## src/rtl/frame_scheduler.sv

```systemverilog
// ---------------------------------------------------------------------------
// frame_scheduler
//
// Top-level sequencer for one image frame passing through the datapath
// (input FIFO -> model -> post-process -> output BRAM). The block walks
// through IDLE -> RUN -> DONE -> FLUSH -> IDLE. It has a watchdog that
// aborts a frame which stays in RUN for too long. Each pass through FLUSH
// ends with a fixed-length reset of the datapath.
//
// Parameters
//   TIMEOUT_CYCLES : maximum number of cycles spent in RUN before the
//                    watchdog forces a FLUSH
//   RESET_CYCLES   : number of cycles soft_rst_n is held low in FLUSH
//   COUNT_WIDTH    : width of frame_count
//
// Ports
//   clk         in   single clock, rising edge
//   rst_n       in   asynchronous active-low reset
//   first_pixel in   pulse, first pixel of a frame accepted
//   model_done  in   level, frame result complete in output BRAM
//   result_ack  in   pulse, host finished reading results
//   abort       in   pulse, host abort request
//   soft_rst_n  out  active-low datapath reset, low only in FLUSH
//   busy        out  high in RUN
//   irq         out  level interrupt, high in DONE
//   state       out  IDLE=0, RUN=1, DONE=2, FLUSH=3
//   frame_count out  completed frames, wraps modulo 2^COUNT_WIDTH
//   timeout     out  sticky, last frame was aborted by the watchdog
// ---------------------------------------------------------------------------
module frame_scheduler #(
  parameter int unsigned TIMEOUT_CYCLES = 16777216,
  parameter int unsigned RESET_CYCLES   = 15,
  parameter int unsigned COUNT_WIDTH    = 16
) (
  input  logic                   clk,
  input  logic                   rst_n,
  input  logic                   first_pixel,
  input  logic                   model_done,
  input  logic                   result_ack,
  input  logic                   abort,
  output logic                   soft_rst_n,
  output logic                   busy,
  output logic                   irq,
  output logic [1:0]             state,
  output logic [COUNT_WIDTH-1:0] frame_count,
  output logic                   timeout
);

  // The counters only have to reach N-1, so $clog2(N) bits are enough.
  // At least one bit is kept so that a parameter value of 1 still
  // elaborates.
  localparam int unsigned CYC_W   = (TIMEOUT_CYCLES > 1) ? $clog2(TIMEOUT_CYCLES) : 1;
  localparam int unsigned FLUSH_W = (RESET_CYCLES > 1) ? $clog2(RESET_CYCLES) : 1;

  localparam logic [CYC_W-1:0]   CYC_LAST   = CYC_W'(TIMEOUT_CYCLES - 1);
  localparam logic [FLUSH_W-1:0] FLUSH_LAST = FLUSH_W'(RESET_CYCLES - 1);

  typedef enum logic [1:0] {
    IDLE  = 2'd0,
    RUN   = 2'd1,
    DONE  = 2'd2,
    FLUSH = 2'd3
  } state_t;

  state_t              state_q;
  state_t              state_d;
  logic [CYC_W-1:0]    cyc_cnt;
  logic [FLUSH_W-1:0]  flush_cnt;

  // Qualified events in the current state. Each event already includes
  // the exit priority of its state.
  logic start_run;     // IDLE -> RUN
  logic frame_done;    // RUN  -> DONE, counts a frame
  logic wd_expire;     // RUN  -> FLUSH by the watchdog
  logic enter_flush;   // any  -> FLUSH

  assign state = state_q;

  // -------------------------------------------------------------------------
  // Next-state logic
  // -------------------------------------------------------------------------
  // NOTE: each signal gets a default at the top of the block. Without the
  // default, a path that skips the assignment would infer a latch.
  always_comb begin
    state_d    = state_q;
    start_run  = 1'b0;
    frame_done = 1'b0;
    wd_expire  = 1'b0;

    unique case (state_q)
      IDLE: begin
        // Abort wins over first_pixel. It flushes a datapath that may hold
        // leftovers.
        if (abort) begin
          state_d = FLUSH;
        end else if (first_pixel) begin
          state_d   = RUN;
          start_run = 1'b1;
        end
      end

      RUN: begin
        // A result that arrives on the same cycle as watchdog expiry
        // still counts as a completed frame.
        if (abort) begin
          state_d = FLUSH;
        end else if (model_done) begin
          state_d    = DONE;
          frame_done = 1'b1;
        end else if (cyc_cnt == CYC_LAST) begin
          state_d   = FLUSH;
          wd_expire = 1'b1;
        end
      end

      DONE: begin
        // model_done stays high while the host reads, so it is not looked
        // at here.
        if (result_ack || abort) begin
          state_d = FLUSH;
        end
      end

      FLUSH: begin
        // No input can shorten or restart the datapath reset.
        if (flush_cnt == FLUSH_LAST) begin
          state_d = IDLE;
        end
      end

      default: state_d = IDLE;
    endcase
  end

  assign enter_flush = (state_d == FLUSH) && (state_q != FLUSH);

  // -------------------------------------------------------------------------
  // State, counters and registered outputs
  // -------------------------------------------------------------------------
  // The outputs are decoded from state_d. Because of that, busy, irq and
  // soft_rst_n change on the same edge as state and always agree with it.
  // NOTE: sequential state uses non-blocking assignments only. Every
  // register then samples the values from before the edge, whatever order
  // the statements are in.
  always_ff @(posedge clk or negedge rst_n) begin
    if (!rst_n) begin
      state_q     <= IDLE;
      busy        <= 1'b0;
      irq         <= 1'b0;
      soft_rst_n  <= 1'b1;
      cyc_cnt     <= '0;
      flush_cnt   <= '0;
      frame_count <= '0;
      timeout     <= 1'b0;
    end else begin
      state_q    <= state_d;
      busy       <= (state_d == RUN);
      irq        <= (state_d == DONE);
      soft_rst_n <= (state_d != FLUSH);

      // Watchdog: cleared when a frame starts, then counts each RUN cycle.
      // It saturates at the last value so it can never wrap.
      if (start_run) begin
        cyc_cnt <= '0;
      end else if ((state_q == RUN) && (cyc_cnt != CYC_LAST)) begin
        cyc_cnt <= cyc_cnt + 1'b1;
      end

      // Flush length counter: cleared on entry, then counts each FLUSH cycle.
      if (enter_flush) begin
        flush_cnt <= '0;
      end else if ((state_q == FLUSH) && (flush_cnt != FLUSH_LAST)) begin
        flush_cnt <= flush_cnt + 1'b1;
      end

      // Only a completed frame moves the counter. It wraps on overflow.
      if (frame_done) begin
        frame_count <= frame_count + 1'b1;
      end

      // timeout records the result of the last frame. It stays set until
      // the next frame starts.
      if (start_run) begin
        timeout <= 1'b0;
      end else if (wd_expire) begin
        timeout <= 1'b1;
      end
    end
  end

endmodule

```

## config.mk

```make
export PLATFORM = sky130hd
export DESIGN_NAME = frame_scheduler
export DESIGN_NICKNAME = d
export VERILOG_FILES = /design/src/rtl/frame_scheduler.sv
export SDC_FILE = /design/constraint.sdc
export NUM_CORES = 1
export LEC_CHECK = 0
export CAP_MARGIN = 10
export CELL_PAD_IN_SITES_DETAIL_PLACEMENT = 0
export CELL_PAD_IN_SITES_GLOBAL_PLACEMENT = 1
export CORE_MARGIN = 1
export CORE_UTILIZATION = 40
export CTS_CLUSTER_SIZE = 25
export DETAILED_ROUTE_END_ITERATION = 8
export PLACE_DENSITY_LB_ADDON = 0.1
export SLEW_MARGIN = 20
export SYNTH_ARGS = -nofsm -noshare
export SYNTH_HDL_FRONTEND = slang
export SYNTH_SLANG_ARGS = --single-unit
```

## constraint.sdc

```tcl
create_clock -name clk -period 5.8 [get_ports clk]
set_clock_uncertainty 0.05 [all_clocks]
set_input_delay 0.87 -clock clk [delete_from_list [all_inputs] [get_ports clk]]
set_output_delay 0.87 -clock clk [all_outputs]
set_load 0.02 [all_outputs]
```

=== Word-level counts from Yosys, hierarchy flattened ===
Cells that the tools add are included.

* Add/subtract/negate cells: 3
* Reductions and logical operators: 8
* Eq/ne operators: 12
* Muxes and demuxes: 24

{| class="wikitable"
|+ Operator list
! cell !! number
|-
| $mux 24 || 2
|-
| $add 24x1->24 const B || 1
|-
| $eq 24x24->1 const B || 1
|-
| $ne 24x24->1 const B || 1
|-
| $add 16x1->16 const B || 1
|-
| $mux 2 || 7
|-
| $mux 1 || 12
|-
| $eq 2x2->1 const B || 4
|-
| $mux 4 || 2
|-
| $pmux 2 s4 || 1
|-
| $reduce_bool 2->1 || 3
|-
| $add 4x1->4 const B || 1
|-
| $eq 2x1->1 const B || 2
|-
| $eq 4x4->1 const B || 1
|-
| $ne 2x2->1 const B || 2
|-
| $ne 4x4->1 const B || 1
|-
| $logic_and 1x1->1 || 3
|-
| $logic_not 2->1 || 1
|-
| $logic_or 1x1->1 || 1
|}

* Input bits: 6
* Output and inout bits: 22
* Flip-flop bits (word level): 50
* Word-level logic and storage cells: 55

=== Longest topological paths before layout ===
Gate-level depths: netlist (run 1).

* Depth in word-level cells: 8
* Gate-level depth with buffers: 7
* Depth with buffers taken out: 7

=== Worst setup path after synthesis (run 1) ===
Ideal clock, no wire load.

* Kind: input to register
* Start point: in abort
* End point: reg frame_count[13]
* Setup slack: 3449 ps
* Data required time: 5621 ps
* Arrival: 2172 ps
* Library setup time: 129 ps
* Buffers on the path: 2
* Stages: 7
* Cell sequence: buf_2 > and4bb_2 > buf_4 > nand4_1 > nor4_2 > nand3_1 > xnor2_1

* Word-level cells in the longest chain between the ends: 2

{| class="wikitable"
|+ RTL lines
! element !! line !! source
|-
| from (decl) || 40 || <nowiki>input logic abort,</nowiki>
|-
| $mux 1 || 105 || <nowiki>if (abort) begin</nowiki>
|-
| $mux 1 || 90 || <nowiki>unique case (state_q)</nowiki>
|-
| to (signal assigned) || 178 || <nowiki>frame_count <= frame_count + 1'b1;</nowiki>
|-
| to (decl) || 45 || <nowiki>output logic [COUNT_WIDTH-1:0] frame_count,</nowiki>
|}

No other way between the ends.
A chain may end at the register's enable or synchronous reset.

=== Worst setup path after layout (run 1) ===
* Start point: in abort
* End point: reg frame_count[15]

The elaborated chain is that of the path after synthesis.

==> impl_metrics.env, run 1 <==
export IMPL_die_h_um=82.61
export IMPL_startpoint_type="input pin"
export IMPL_synth_top_area_share_pct=47.18
export IMPL_viasPerCell=5.240
export IMPL_drive_above_1_share_pct=8.304
export IMPL_worst_slew_pin_slew_ns=0.9352
export IMPL_core_area_sq_um=6314
export IMPL_synth_async_reset_ratio_pct=100.0
export IMPL_grt_max_degree=51
export IMPL_yosysSeqAreaShare_pct=48.19
export IMPL_reg2reg_to="flush_cnt[0]$_DFFE_PN0P_"
export IMPL_grt_pass1_vias=1816
export IMPL_hpwl_um=3624
export IMPL_hp_start="frame_count[15]$_DFFE_PN0P_"
export IMPL_pre_cts_ws_ns=2.827
export IMPL_wl_um=5261
export IMPL_clk_latency_ns=0.30
export IMPL_setup_viol=0
export IMPL_cts_clk_slew_worst_paths_ns=0.09
export IMPL_p_per_area_nw_per_um2=322.2
export IMPL_initial_utilization_pct=41.16
export IMPL_drc=0
export IMPL_synthTopCellsByArea="dfrtp_1, xnor2_1, nand2_1"
export IMPL_overflow=0
export IMPL_utilization_pct=47.88
export IMPL_ys_ff_latch=50
export IMPL_cts_root_buf="clkbuf_8"
export IMPL_synth_warnings=0
export IMPL_p_leak_uw=0.001188
export IMPL_num_vias=1918
export IMPL_synth_cells=262
export IMPL_clock_sinks=50
export IMPL_whs_path_depth=1
export IMPL_r2r_start="cyc_cnt[0]$_DFFE_PN0P_"
export IMPL_routabilityCongestion=0.7306
export IMPL_min_path_type="reg -> reg"
export IMPL_cts_hold_buf=0
export IMPL_hold_viol_final=0
export IMPL_fmax_mhz=382.4
export IMPL_synth_nets=272
export IMPL_status="finished clean"
export IMPL_vdd_drop_max_uv=197.9
export IMPL_dr_pass1_iters=4
export IMPL_io_buffer_count=27
export IMPL_cts_tree="yes"
export IMPL_ioPinCount=28
export IMPL_cts_resized=0
export IMPL_area_delta_synth_final_pct=16.32
export IMPL_setup_slack_ns=3.185
export IMPL_antenna_left=0
export IMPL_crit_type="in -> reg"
export IMPL_htreeDepth=2
export IMPL_post_cts_buffers=0
export IMPL_grt_pass1_wl_um=8901
export IMPL_fin_setup_tns_ns=0
export IMPL_fin_crit_ns=2.615
export IMPL_fin_crit_sh_pct=45.08
export IMPL_synthFlopType="dfrtp_1"
export IMPL_rows=29
export IMPL_drt_iter0_drc=111
export IMPL_nNetsFinal=298
export IMPL_hold_end="frame_count[15]$_DFFE_PN0P_"
export IMPL_die_area_sq_um=6824
export IMPL_grt_total_usage_pct=17.27
export IMPL_cp_end_kind="register"
export IMPL_clockBufferDepth=2
export IMPL_r2r_slack_ns=3.37
export IMPL_drv_slew=0
export IMPL_layout_commonest_cell="dfrtp_1"
export IMPL_rsz0062_at_grt="false"
export IMPL_reg2regPathDepth=6
export IMPL_worst_endpoint_arrival_ns=2.76
export IMPL_cp_max_fo=10
export IMPL_mostFrequentLayoutCells="dfrtp_1, xnor2_1, nand2_1"
export IMPL_yosysUniqueCellTypes=45
export IMPL_required_ns=5.94
export IMPL_numCtsBuffers=5
export IMPL_wl_per_cell_um=14.37
export IMPL_dieWidth_um=82.61
export IMPL_cap_violations=0
export IMPL_syn_area_per_cell_sq_um=9.919
export IMPL_timing_slew_headroom_pct=37.42
export IMPL_antenna_found_initial=0
export IMPL_synth_top_area_cell="dfrtp_1"
export IMPL_synth_edf_count=0
export IMPL_diodes=0
export IMPL_synthesis_area_sq_um=2599
## report_power, final
group	internal [uW]	switching [uW]	leakage (uW)	total (uW)
combinational	121	138	0.000526	259
clock	85.3	113	0.0000452	198
sequential	424	93.3	0.000617	517
total	630	344	0.00119	974
## stage by stage
step / hold WS [ns] / cells / power, uW / area, sq um
after floorplan: 0.4196 / 262 / 688.5 / 2599
after global placement: 0.4304 / 358 / 782.5 / 2937
after detailed placement: 0.4312 / 358 / 784.6 / 2937
after CTS: 0.4439 / 366 / 990.3 / 3023
after global routing: 0.4639 / 366 / 1050 / 3023
final: 0.4344 / 366 / 974.0 / 3023
## cell families after synthesis
| family | share of synthesized area, % |
|---|---|
| compound gates | 8.859 |
| xor+xnor | 11.12 |
| fa+ha+maj | 1.926 |
| buf+inv | 2.166 |
| flops | 48.19 |
| mux | 1.589 |
| simple gates | 26.14 |
## flip-flops by register name (all words and copies together), names as in the netlist
signal       cells
busy             1
cyc_cnt         24
flush_cnt        4
frame_count     16
irq              1
soft_rst_n       1
state            2
timeout          1
## worst max-delay path, cell delays in order
cell	delay, ns
clkdlybuf4s50_1	0.57
and4bb_2	0.47
nand4_1	0.15
nor4_2	0.42
nand3_1	0.15
xnor2_1	0.14
## cells in the mapped netlist, types with 4 or more instances
cell type / instances
a211oi_1: 4
a21oi_1: 11
and3_1: 5
clkbuf_1: 6
dfrtp_1: 49
ha_1: 4
nand2_1: 27
nand3_1: 16
nand4_1: 12
nor2_1: 26
nor2b_1: 4
nor3_1: 7
o21ai_0: 10
or3_1: 6
xnor2_1: 28
xor2_1: 5
## layout make-up
class	instances	area, sq um
fill	609	3291
sequential	50	1252
clock inverter	2	13.76
multi-input combinational	199	1296
timing repair buffer	29	280.3
clock buffer	6	72.57
inverter	3	11.26
tap	77	96.34
## routing by layer
layer  share of wire [%]  GRT usage [%]  vias to the layer above
met1                  50          24.09                      902
met3                 3.6          3.297                        7
met5                   0              0                        -
li1                    -              -                      976
met4                 1.2          5.172                        0
met2                  45          27.11                       33
## worst max path at each step
stage / startpoint / endpoint / slack [ns] / cells after the start
floorplan: abort / frame_count[13]$_DFFE_PN0P_ / 3.45 / 7
global placement: abort / frame_count[13]$_DFFE_PN0P_ / 2.90 / 6
detailed placement: abort / frame_count[15]$_DFFE_PN0P_ / 2.83 / 6
CTS: abort / frame_count[15]$_DFFE_PN0P_ / 3.16 / 6
global route: abort / frame_count[13]$_DFFE_PN0P_ / 3.07 / 6
finish: abort / frame_count[15]$_DFFE_PN0P_ / 3.19 / 6
(Power assumes the default switching activity.)
==> run 2, diff against run 1 <==
clock period = 2.64 ns   (was 5.8 ns; I/O delays follow)
==> impl_metrics.env, run 2 (synthesized netlist as in run 1, its figures left out) <==
export IMPL_status="finished clean"
export IMPL_routabilityCongestion=0.7491
export IMPL_core_area_sq_um=6314
export IMPL_antenna_left=0
export IMPL_whs_ns=0.4347
export IMPL_required_ns=2.19
export IMPL_fin_crit_ns=2.096
export IMPL_clockBufferDepth=2
export IMPL_initial_utilization_pct=41.16
export IMPL_drt_iter0_drc=97
export IMPL_crit_type="reg -> out"
export IMPL_fin_setup_tns_ns=0
export IMPL_dieWidth_um=82.61
export IMPL_wl_per_cell_um=13.98
export IMPL_grt_pass1_vias=1772
export IMPL_setup_viol=0
export IMPL_hold_viol_final=0
export IMPL_wl_um=5215
export IMPL_cap_violations=0
export IMPL_dr_pass1_iters=4
export IMPL_startpoint_type="register"
export IMPL_die_h_um=82.61
export IMPL_cts_clk_slew_worst_paths_ns=0.09
export IMPL_cts_tree="yes"
export IMPL_area_delta_synth_final_pct=19.60
export IMPL_io_buffer_count=27
export IMPL_clock_sinks=50
export IMPL_cp_max_fo=10
export IMPL_grt_max_degree=21
export IMPL_utilization_pct=49.23
export IMPL_fmax_mhz=477.1
export IMPL_viasPerCell=5.161
export IMPL_timing_slew_headroom_pct=58.88
export IMPL_rows=29
export IMPL_fin_crit_sh_pct=79.39
export IMPL_grt_total_usage_pct=16.92
export IMPL_drive_above_1_share_pct=10.47
export IMPL_hpwl_um=3763
export IMPL_worst_slew_pin_slew_ns=0.6121
export IMPL_clk_latency_ns=0.31
export IMPL_num_vias=1925
export IMPL_numCtsBuffers=5
export IMPL_largest_reg_flops=24
export IMPL_overflow=0
export IMPL_cts_root_buf="clkbuf_8"
export IMPL_htreeDepth=2
export IMPL_nNetsFinal=305
export IMPL_vdd_drop_max_uv=538.9
export IMPL_top_regs="cyc_cnt (24), frame_count (16), flush_cnt (4)"
export IMPL_die_area_sq_um=6824
export IMPL_antenna_found_initial=0
export IMPL_fillers=614
export IMPL_regMostFlops="cyc_cnt"
export IMPL_worst_endpoint_arrival_ns=1.65
export IMPL_grt_pass1_wl_um=8707
export IMPL_drv_slew=0
export IMPL_min_path_type="reg -> reg"
export IMPL_p_leak_uw=0.001236
export IMPL_ioPinCount=28
export IMPL_mostFrequentLayoutCells="dfrtp_1, xnor2_1, nand2_1"
export IMPL_rsz0062_at_grt="false"
export IMPL_layout_commonest_cell="dfrtp_1"
export IMPL_drc=0
export IMPL_multiInputGateArea_sq_um=1296
export IMPL_diodes=0
export IMPL_p_per_area_nw_per_um2=728.7
export IMPL_p_total_uw=2265
export IMPL_post_cts_buffers=0
export IMPL_cp_end_kind="output pin"
export IMPL_seqCellArea_sq_um=1252
-- run 2: changes by cell type in the layout (fill, tap and decap cells not counted), sizes merged --
cell and delta:
bufinv +1, buf +6, inv +1, dlygate4sd3 +1, clkbuf -1, clkinv -1
-- run 2: what timing repair did --
action	4_1_cts	5_1_grt
resized for setup	0	0
endpoints found under the hold margin	15	0
hold buffers	1	0
-- run 2: routing by layer --
metal	GRT usage, %	wire length [um]	vias up
li1	-	-	1002
met1	24.41	2702	894
met2	25.45	2288	24
met3	3.407	157	5
met4	5.172	65	0
met5	0	0	-
-- run 2: path summary, 6_finish.rpt --
check                      cells after the start  slack, ns                   startpoint                     endpoint
max in group asynchronous                      3       1.41                        rst_n         soft_rst_n$_DFF_PN1_
hold reg to reg                                1       0.43  frame_count[15]$_DFFE_PN0P_  frame_count[15]$_DFFE_PN0P_
setup / recovery                               2       0.54           state[1]$_DFF_PN0_                     state[1]
setup reg to reg                               5       0.59           state[0]$_DFF_PN0_  frame_count[15]$_DFFE_PN0P_
hold / removal                                 1       0.43  frame_count[15]$_DFFE_PN0P_  frame_count[15]$_DFFE_PN0P_
min in group asynchronous                      2       0.49                        rst_n       cyc_cnt[7]$_DFFE_PN0P_
-- run 2: critical path, cell delays in order (launching register included) --
cell             delay, ns
dfrtp_1               0.53
buf_4                 0.21
clkdlybuf4s50_1       0.61
-- run 2: final cells by class --
type                       count  share of cell area, %
timing repair buffer          36                  10.79
clock buffer                   5                  2.214
inverter                       3                 0.3623
sequential                    50                  40.30
clock inverter                 3                  1.530
tap                           77                  3.100
multi-input combinational    199                  41.71
-- run 2: per-stage QoR --
stage          setup WS, ns  area, sq um  std cells
3_3_place_gp         0.3025         2982        364
6_report             0.5441         3108        373
2_1_floorplan        0.7634         2599        262
4_1_cts              0.5355         3108        373
3_5_place_dp         0.2552         2982        364
5_1_grt              0.3892         3108        373
-- run 2: power breakdown --
part           switching [uW]  leakage [uW]  internal (uW)
logic                     301      0.000560            274
clock network             271     0.0000587            288
registers                 201      0.000617            930
